### src/rtl/da_spi_rdbk.sv
// Readback capture for the DAC SPI configuration link: deserializes CS-framed
// traffic, decodes read frames and reports read data, compare result and framing errors.
module da_spi_rdbk #(
    parameter int INSTR_BITS  = 8,
    parameter int DATA_BITS   = 8,
    parameter int SAMPLE_RISE = 1
) (
    input  logic                  GCLK,
    input  logic                  Cir_reset,
    input  logic                  DA_CS,
    input  logic                  DA_SCLK,
    input  logic                  DA_SPI_IN,
    input  logic [DATA_BITS-1:0]  EXP_DATA,
    input  logic                  EXP_EN,
    output logic [INSTR_BITS-2:0] RD_ADDR,
    output logic [DATA_BITS-1:0]  RD_DATA,
    output logic                  RD_VALID,
    output logic                  RD_MATCH,
    output logic                  FRAME_ERR,
    output logic [7:0]            ERR_CNT,
    output logic [15:0]           FRAME_CNT,
    output logic                  BUSY
);

    localparam int FRAME_BITS = INSTR_BITS + DATA_BITS;
    localparam int CNT_W      = $clog2(FRAME_BITS + 1);
    localparam logic [CNT_W-1:0] INSTR_LAST = CNT_W'(INSTR_BITS - 1);
    localparam logic [CNT_W-1:0] FRAME_LAST = CNT_W'(FRAME_BITS - 1);
    localparam logic [CNT_W-1:0] FRAME_LEN  = CNT_W'(FRAME_BITS);

    typedef enum logic [1:0] {
        ST_IDLE,
        ST_INSTR,
        ST_DATA,
        ST_FULL
    } state_t;

    state_t state, state_n;

    logic cs_meta, cs_sync, cs_prev;
    logic sclk_meta, sclk_sync, sclk_prev;
    logic sdo_meta, sdo_sync;

    logic [FRAME_BITS-1:0] shreg;
    logic [CNT_W-1:0]      bit_cnt;
    logic                  rw_bit;
    logic                  overrun;

    logic frame_start, do_shift, latch_rw, set_ovr, eof;

    // CS idles high in the synchronizer so reset release never looks like a frame start.
    always_ff @(posedge GCLK or negedge Cir_reset) begin
        if (!Cir_reset) begin
            cs_meta   <= 1'b1;
            cs_sync   <= 1'b1;
            cs_prev   <= 1'b1;
            sclk_meta <= 1'b0;
            sclk_sync <= 1'b0;
            sclk_prev <= 1'b0;
            sdo_meta  <= 1'b0;
            sdo_sync  <= 1'b0;
        end else begin
            // NOTE: non-blocking assignments make every flop sample the pre-edge value,
            // which is what turns this chain into a real synchronizer.
            cs_meta   <= DA_CS;
            cs_sync   <= cs_meta;
            cs_prev   <= cs_sync;
            sclk_meta <= DA_SCLK;
            sclk_sync <= sclk_meta;
            sclk_prev <= sclk_sync;
            sdo_meta  <= DA_SPI_IN;
            sdo_sync  <= sdo_meta;
        end
    end

    logic cs_fall, cs_rise, sclk_rise, sclk_fall, sample_edge;
    assign cs_fall     = cs_prev & ~cs_sync;
    assign cs_rise     = ~cs_prev & cs_sync;
    assign sclk_rise   = ~sclk_prev & sclk_sync;
    assign sclk_fall   = sclk_prev & ~sclk_sync;
    assign sample_edge = (SAMPLE_RISE != 0) ? sclk_rise : sclk_fall;

    logic [FRAME_BITS-1:0] shift_next;
    assign shift_next = {shreg[FRAME_BITS-2:0], sdo_sync};

    always_ff @(posedge GCLK or negedge Cir_reset) begin
        if (!Cir_reset) state <= ST_IDLE;
        else            state <= state_n;
    end

    always_comb begin
        // NOTE: every output of this block gets a default first so no path can infer a latch.
        state_n     = state;
        frame_start = 1'b0;
        do_shift    = 1'b0;
        latch_rw    = 1'b0;
        set_ovr     = 1'b0;
        eof         = 1'b0;
        unique case (state)
            ST_IDLE: begin
                if (cs_fall) begin
                    frame_start = 1'b1;
                    state_n     = ST_INSTR;
                end
            end
            ST_INSTR: begin
                if (cs_rise) begin
                    eof     = 1'b1;
                    state_n = ST_IDLE;
                end else if (sample_edge && !cs_sync) begin
                    do_shift = 1'b1;
                    if (bit_cnt == INSTR_LAST) begin
                        latch_rw = 1'b1;
                        state_n  = ST_DATA;
                    end
                end
            end
            ST_DATA: begin
                if (cs_rise) begin
                    eof     = 1'b1;
                    state_n = ST_IDLE;
                end else if (sample_edge && !cs_sync) begin
                    do_shift = 1'b1;
                    if (bit_cnt == FRAME_LAST) state_n = ST_FULL;
                end
            end
            ST_FULL: begin
                if (cs_rise) begin
                    eof     = 1'b1;
                    state_n = ST_IDLE;
                end else if (sample_edge && !cs_sync) begin
                    set_ovr = 1'b1;
                end
            end
            default: state_n = ST_IDLE;
        endcase
    end

    always_ff @(posedge GCLK or negedge Cir_reset) begin
        if (!Cir_reset) begin
            shreg   <= '0;
            bit_cnt <= '0;
            rw_bit  <= 1'b0;
            overrun <= 1'b0;
        end else begin
            if (frame_start) begin
                shreg   <= '0;
                bit_cnt <= '0;
                rw_bit  <= 1'b0;
                overrun <= 1'b0;
            end
            if (do_shift) begin
                shreg   <= shift_next;
                bit_cnt <= bit_cnt + 1'b1;
            end
            if (latch_rw) rw_bit  <= shift_next[INSTR_BITS-1];
            if (set_ovr)  overrun <= 1'b1;
        end
    end

    logic frame_bad, data_match, err_inc;
    assign frame_bad  = (bit_cnt != FRAME_LEN) || overrun;
    assign data_match = !EXP_EN || (shreg[DATA_BITS-1:0] == EXP_DATA);
    // A bad frame never reaches the compare, so at most one error count per frame.
    assign err_inc    = eof && (frame_bad || (rw_bit && !data_match));

    always_ff @(posedge GCLK or negedge Cir_reset) begin
        if (!Cir_reset) begin
            RD_ADDR   <= '0;
            RD_DATA   <= '0;
            RD_VALID  <= 1'b0;
            RD_MATCH  <= 1'b1;
            FRAME_ERR <= 1'b0;
            ERR_CNT   <= '0;
            FRAME_CNT <= '0;
        end else begin
            RD_VALID  <= 1'b0;
            FRAME_ERR <= 1'b0;
            if (eof) begin
                FRAME_CNT <= FRAME_CNT + 16'd1;
                if (frame_bad) begin
                    FRAME_ERR <= 1'b1;
                end else if (rw_bit) begin
                    RD_ADDR  <= shreg[FRAME_BITS-2:DATA_BITS];
                    RD_DATA  <= shreg[DATA_BITS-1:0];
                    RD_VALID <= 1'b1;
                    RD_MATCH <= data_match;
                end
            end
            if (err_inc && (ERR_CNT != 8'hFF)) ERR_CNT <= ERR_CNT + 8'd1;
        end
    end

    assign BUSY = (state != ST_IDLE);

endmodule
### config.mk
export PLATFORM = sky130hd
export DESIGN_NAME = da_spi_rdbk
export DESIGN_NICKNAME = d
export VERILOG_FILES = /design/src/rtl/da_spi_rdbk.sv
export SDC_FILE = /design/constraint.sdc
export NUM_CORES = 1
export LEC_CHECK = 0
export CAP_MARGIN = 10
export CORE_MARGIN = 2
export CORE_UTILIZATION = 35
export DETAILED_ROUTE_END_ITERATION = 6
export DONT_BUFFER_PORTS = 1
export GPL_TIMING_DRIVEN = 1
export PLACE_DENSITY_LB_ADDON = 0.05
export SLEW_MARGIN = 20
export SYNTH_ARGS = -nofsm -noshare
export SYNTH_HDL_FRONTEND = slang
export SYNTH_SLANG_ARGS = --single-unit
### constraint.sdc
create_clock -name GCLK -period 3.26 [get_ports GCLK]
set_input_delay 0.326 -clock GCLK [delete_from_list [all_inputs] [get_ports GCLK]]
set_output_delay 0.326 -clock GCLK [all_outputs]
set_load 0.01 [all_outputs]
==> results.txt <==
----------------------------------------------------
[Logic synthesis]
  Flop and latch count out of synthesis ... 74
  Area fraction in compound gates after synthesis ... 0.0452
  Share of flip-flops with an asynchronous set or reset after synthesis ... 1.00
  Adder and majority gate portion of the synthesized area ... 0.0342
  Total nets after synthesis ... 302
  Main combinational cell family by area after synthesis ... simple AND/OR/NAND/NOR gates
  Synthesized cell area ... 0.00330 mm²
  Share of synthesized area spent on multiplexers ... 0.0881
  Most instantiated flip-flop cell in the synthesis netlist ... sky130_fd_sc_hd__dfrtp_1
  Number of flops mapped to enable cells by yosys ... 0
  Area fraction in and, or, nand and nor cells after synthesis ... 0.170
  Sequential element share of the synthesized area ... 0.563
  Average cell area after synthesis ... 11.8 µm²
  Number of instances in the synthesized netlist ... 279
  Number of distinct library cell variants in the gate-level netlist after synthesis ... 45
  Synthesis warning total ... 0
  Post-synthesis share of cell area spent on xor and xnor gates ... 0.0744

[Placed design]
  Pre-CTS WS ... 970 ps
  Global placer's final weighted congestion ... 0.761
  Final HPWL from detailed placement ... 4260 µm
  Port buffer count ... 0

[Setup path]
  Critical Path Sink Type ... flop
  Setup slack, reg-to-reg ... 1020 ps
  Arrival time worst endpoint ... 2470 ps
  Maximum fanout along the worst path ... 7
  Worst flop-to-flop path startpoint ... shreg[3]
  Reg2reg end ... ERR_CNT[1]
  Startpoint types ... flop
  CP startpoint ... shreg[3]
  Critical Setup Path Class ... flop to flop
  Data required time of the worst path ... 3490 ps
  Worst Reg-to-Reg Cells ... 5

[Power]
  Clock network fraction of design power ... 0.354
  Share of total power in combinational logic ... 0.161
  Sequential share of power ... 0.485
  Pwr dens ... 664 mW/mm²
  Internal Pwr Total ... 1.72 mW
  Lkg Pwr ... 1.77 nW
  Switching part of the total power ... 0.301
  Worst vdd ir ... 263 µV
  Switching power ... 742 µW

[CTS]
  Setup repair bufs after CTS ... 0
  Clk slew on worst S/H paths ... 80 ps
  Insertion delay of the later-clocked pin in the worst-skew pair ... 350 ps
  CTS-repair resized insts ... 0
  Clk root buf ... sky130_fd_sc_hd__clkbuf_8
  Clock sink count ... 74
  Maximum buffer depth of the clock tree ... 2
  Htree depth ... 3
  Hold buffer count at cts ... 5
  Number of clock buffers inserted by TritonCTS ... 9
  Clock tree from TritonCTS ... built

[Global routing]
  First-pass GRT wire length ... 10,800 µm
  Total overflow reported by the global router ... 0
  Total global routing track utilization ... 0.138
  Initial antenna violation count ... 0
  Maximum number of pins on one net before global-route repair ... 75
  Via count of the first global-routing pass ... 2,029

[Drt]
  Total DRC errors in the routed layout ... 0
  Post-detailed-route wirelength per cell ... 16.3 µm
  Detailed-route wire length on metal 1 ... 3220 µm
  Via count ... 2,013
  Total wirelength of the detailed-routed design ... 6580 µm
  Via density per instance ... 4.98
  Met2 wire len ... 2820 µm
  First-iteration detailed-routing DRC count ... 108
  WL met3 ... 418 µm
  Antenna violation net count after detailed routing ... 0
  Initial DRT Pass Iterations ... 4
  Top routing layer in use ... met4

[STA]
  Ratio of final minimum period to clock period ... 0.688
  Worst clock skew ... 13.3 ps
  Number of max-slew violations in the final report ... 0
  Final worst path period need ... 2240 ps
  Setup violators final ... 0
  Least-Margin Pin Slew ... 864 ps
  Final worst slack ... 1020 ps
  Upper clock frequency limit ... 446 MHz
  Setup total negative slack ... 0 ps
  RSZ-0062 raised after global routing ... false
  Headroom to the max-slew limit ... 0.418
  Hold Vio Cnt, Final ... 0

[Final layout]
  Number of fill cells ... 878
  Commonest cells after routing, fill and taps aside ... 70 x sky130_fd_sc_hd__dfrtp_1, 51 x sky130_fd_sc_hd__nand2_1, 27 x sky130_fd_sc_hd__nand3_1
  Number of inserted diodes ... 0
  Growth of design area from synthesis to finish ... 12.6%
  Final core utilization ... 0.404
  Leading cell type in the layout, fill and taps excluded ... sky130_fd_sc_hd__dfrtp_1
  Final Net Count ... 312
  Proportion of layout cells with a drive suffix above 1 ... 0.167

[Floorplanning]
  Die outline area ... 0.0102 mm²
  DIE HEIGHT ... 101 µm
  Number of core rows ... 35
  IO Pins ... 57
  Starting utilization of the core area ... 0.358
  X dimension of the die ... 101 µm
  Area inside the core boundary ... 0.00920 mm²

[Hold path]
  Worst min-delay path class ... primary input to flop
  Critical hold path startpoint ... EXP_EN
  Instance count along the most critical hold path ... 2
  Hold path endpoint ... RD_MATCH

[Flow run]
  Number of max-capacitance violations reported ... 0

[Status]
  Outcome ... finished clean

----------------------------------------------------
[cell families (layout without fill, tap and decap cells)]
family / after synthesis / in the layout
fa+ha+maj: 9 / 9
xor+xnor: 28 / 28
flops: 74 / 74
mux: 23 / 23
simple gates: 107 / 107
compound gates: 21 / 21
buf+inv: 17 / 31
[power groups by stage]
stage / registers (mW) / clock network (mW) / logic [mW]
after floorplan: 1.17 / 0 / 0.305
after global placement: 1.21 / 0 / 0.372
after detailed placement: 1.21 / 0 / 0.379
after CTS: 1.20 / 0.896 / 0.409
after global routing: 1.22 / 0.941 / 0.454
final: 1.20 / 0.871 / 0.397
[worst max-delay path, cell delays in order, from the launching register on]
cell and delay (ps):
sky130_fd_sc_hd__dfrtp_1 430, sky130_fd_sc_hd__xor2_1 180, sky130_fd_sc_hd__nor4_1 760, sky130_fd_sc_hd__a21oi_4 180, sky130_fd_sc_hd__o22ai_2 240, sky130_fd_sc_hd__mux2_1 340
[layout make-up]
type                            instances  area (µm²)  share of cell area
Sequential cell                        74        1860               0.500
Multi-Input combinational cell        188        1360               0.366
Tap cell                              111         139              0.0374
Clock buffer                           10         138              0.0371
Clock inverter                          5         103              0.0276
Timing Repair Buffer                    7        82.6              0.0223
Inverter                                9        33.8             0.00910
[registers in the layout, summed over array words and instances, names as in the netlist, 2 cells and up]
| name | cells |
|---|---|
| RD_DATA | 8 |
| shreg | 15 |
| RD_ADDR | 7 |
| ERR_CNT | 8 |
| state | 2 |
| bit_cnt | 5 |
| FRAME_CNT | 16 |
[synth_stat cells, drive strengths merged (3+ instances only)]
cell / instances / area (µm²)
a21oi: 3 / 26.3
and2: 3 / 18.8
and3: 5 / 32.5
buf: 4 / 31.3
clkbuf: 4 / 15.0
dfrtp: 70 / 1750
dfstp: 4 / 105
ha: 9 / 113
inv: 9 / 33.8
mux2: 21 / 270
nand2: 51 / 191
nand3: 29 / 163
nor2: 3 / 13.8
nor3b: 3 / 33.8
o21ai: 9 / 45.0
xnor2: 18 / 158
xor2: 10 / 87.6
[routing by layer]
layer | GRT usage | vias up
li1 | - | 973
met4 | 0.0624 | 0
met2 | 0.193 | 45
met1 | 0.196 | 986
met3 | 0.0430 | 9
met5 | 0 | -
[worst max path at each step]
stage,end,cells past startpoint
2_1_floorplan,ERR_CNT[4],8
3_3_place_gp,ERR_CNT[4],5
3_5_place_dp,ERR_CNT[4],5
4_1_cts,ERR_CNT[4],5
5_1_grt,ERR_CNT[4],5
6_report,ERR_CNT[1],5
[per-stage QoR]
| step | std cells | area [µm²] | hold WS (ps) | power (mW) |
|---|---|---|---|---|
| floorplan | 279 | 3300 | 30.4 | 1.48 |
| global placement | 384 | 3400 | 32.3 | 1.59 |
| detailed placement | 384 | 3400 | 32.4 | 1.59 |
| CTS | 404 | 3710 | 161 | 2.50 |
| global route | 404 | 3710 | 150 | 2.61 |
| finish | 404 | 3710 | 171 | 2.46 |
Power figures use the tool's default switching activity.
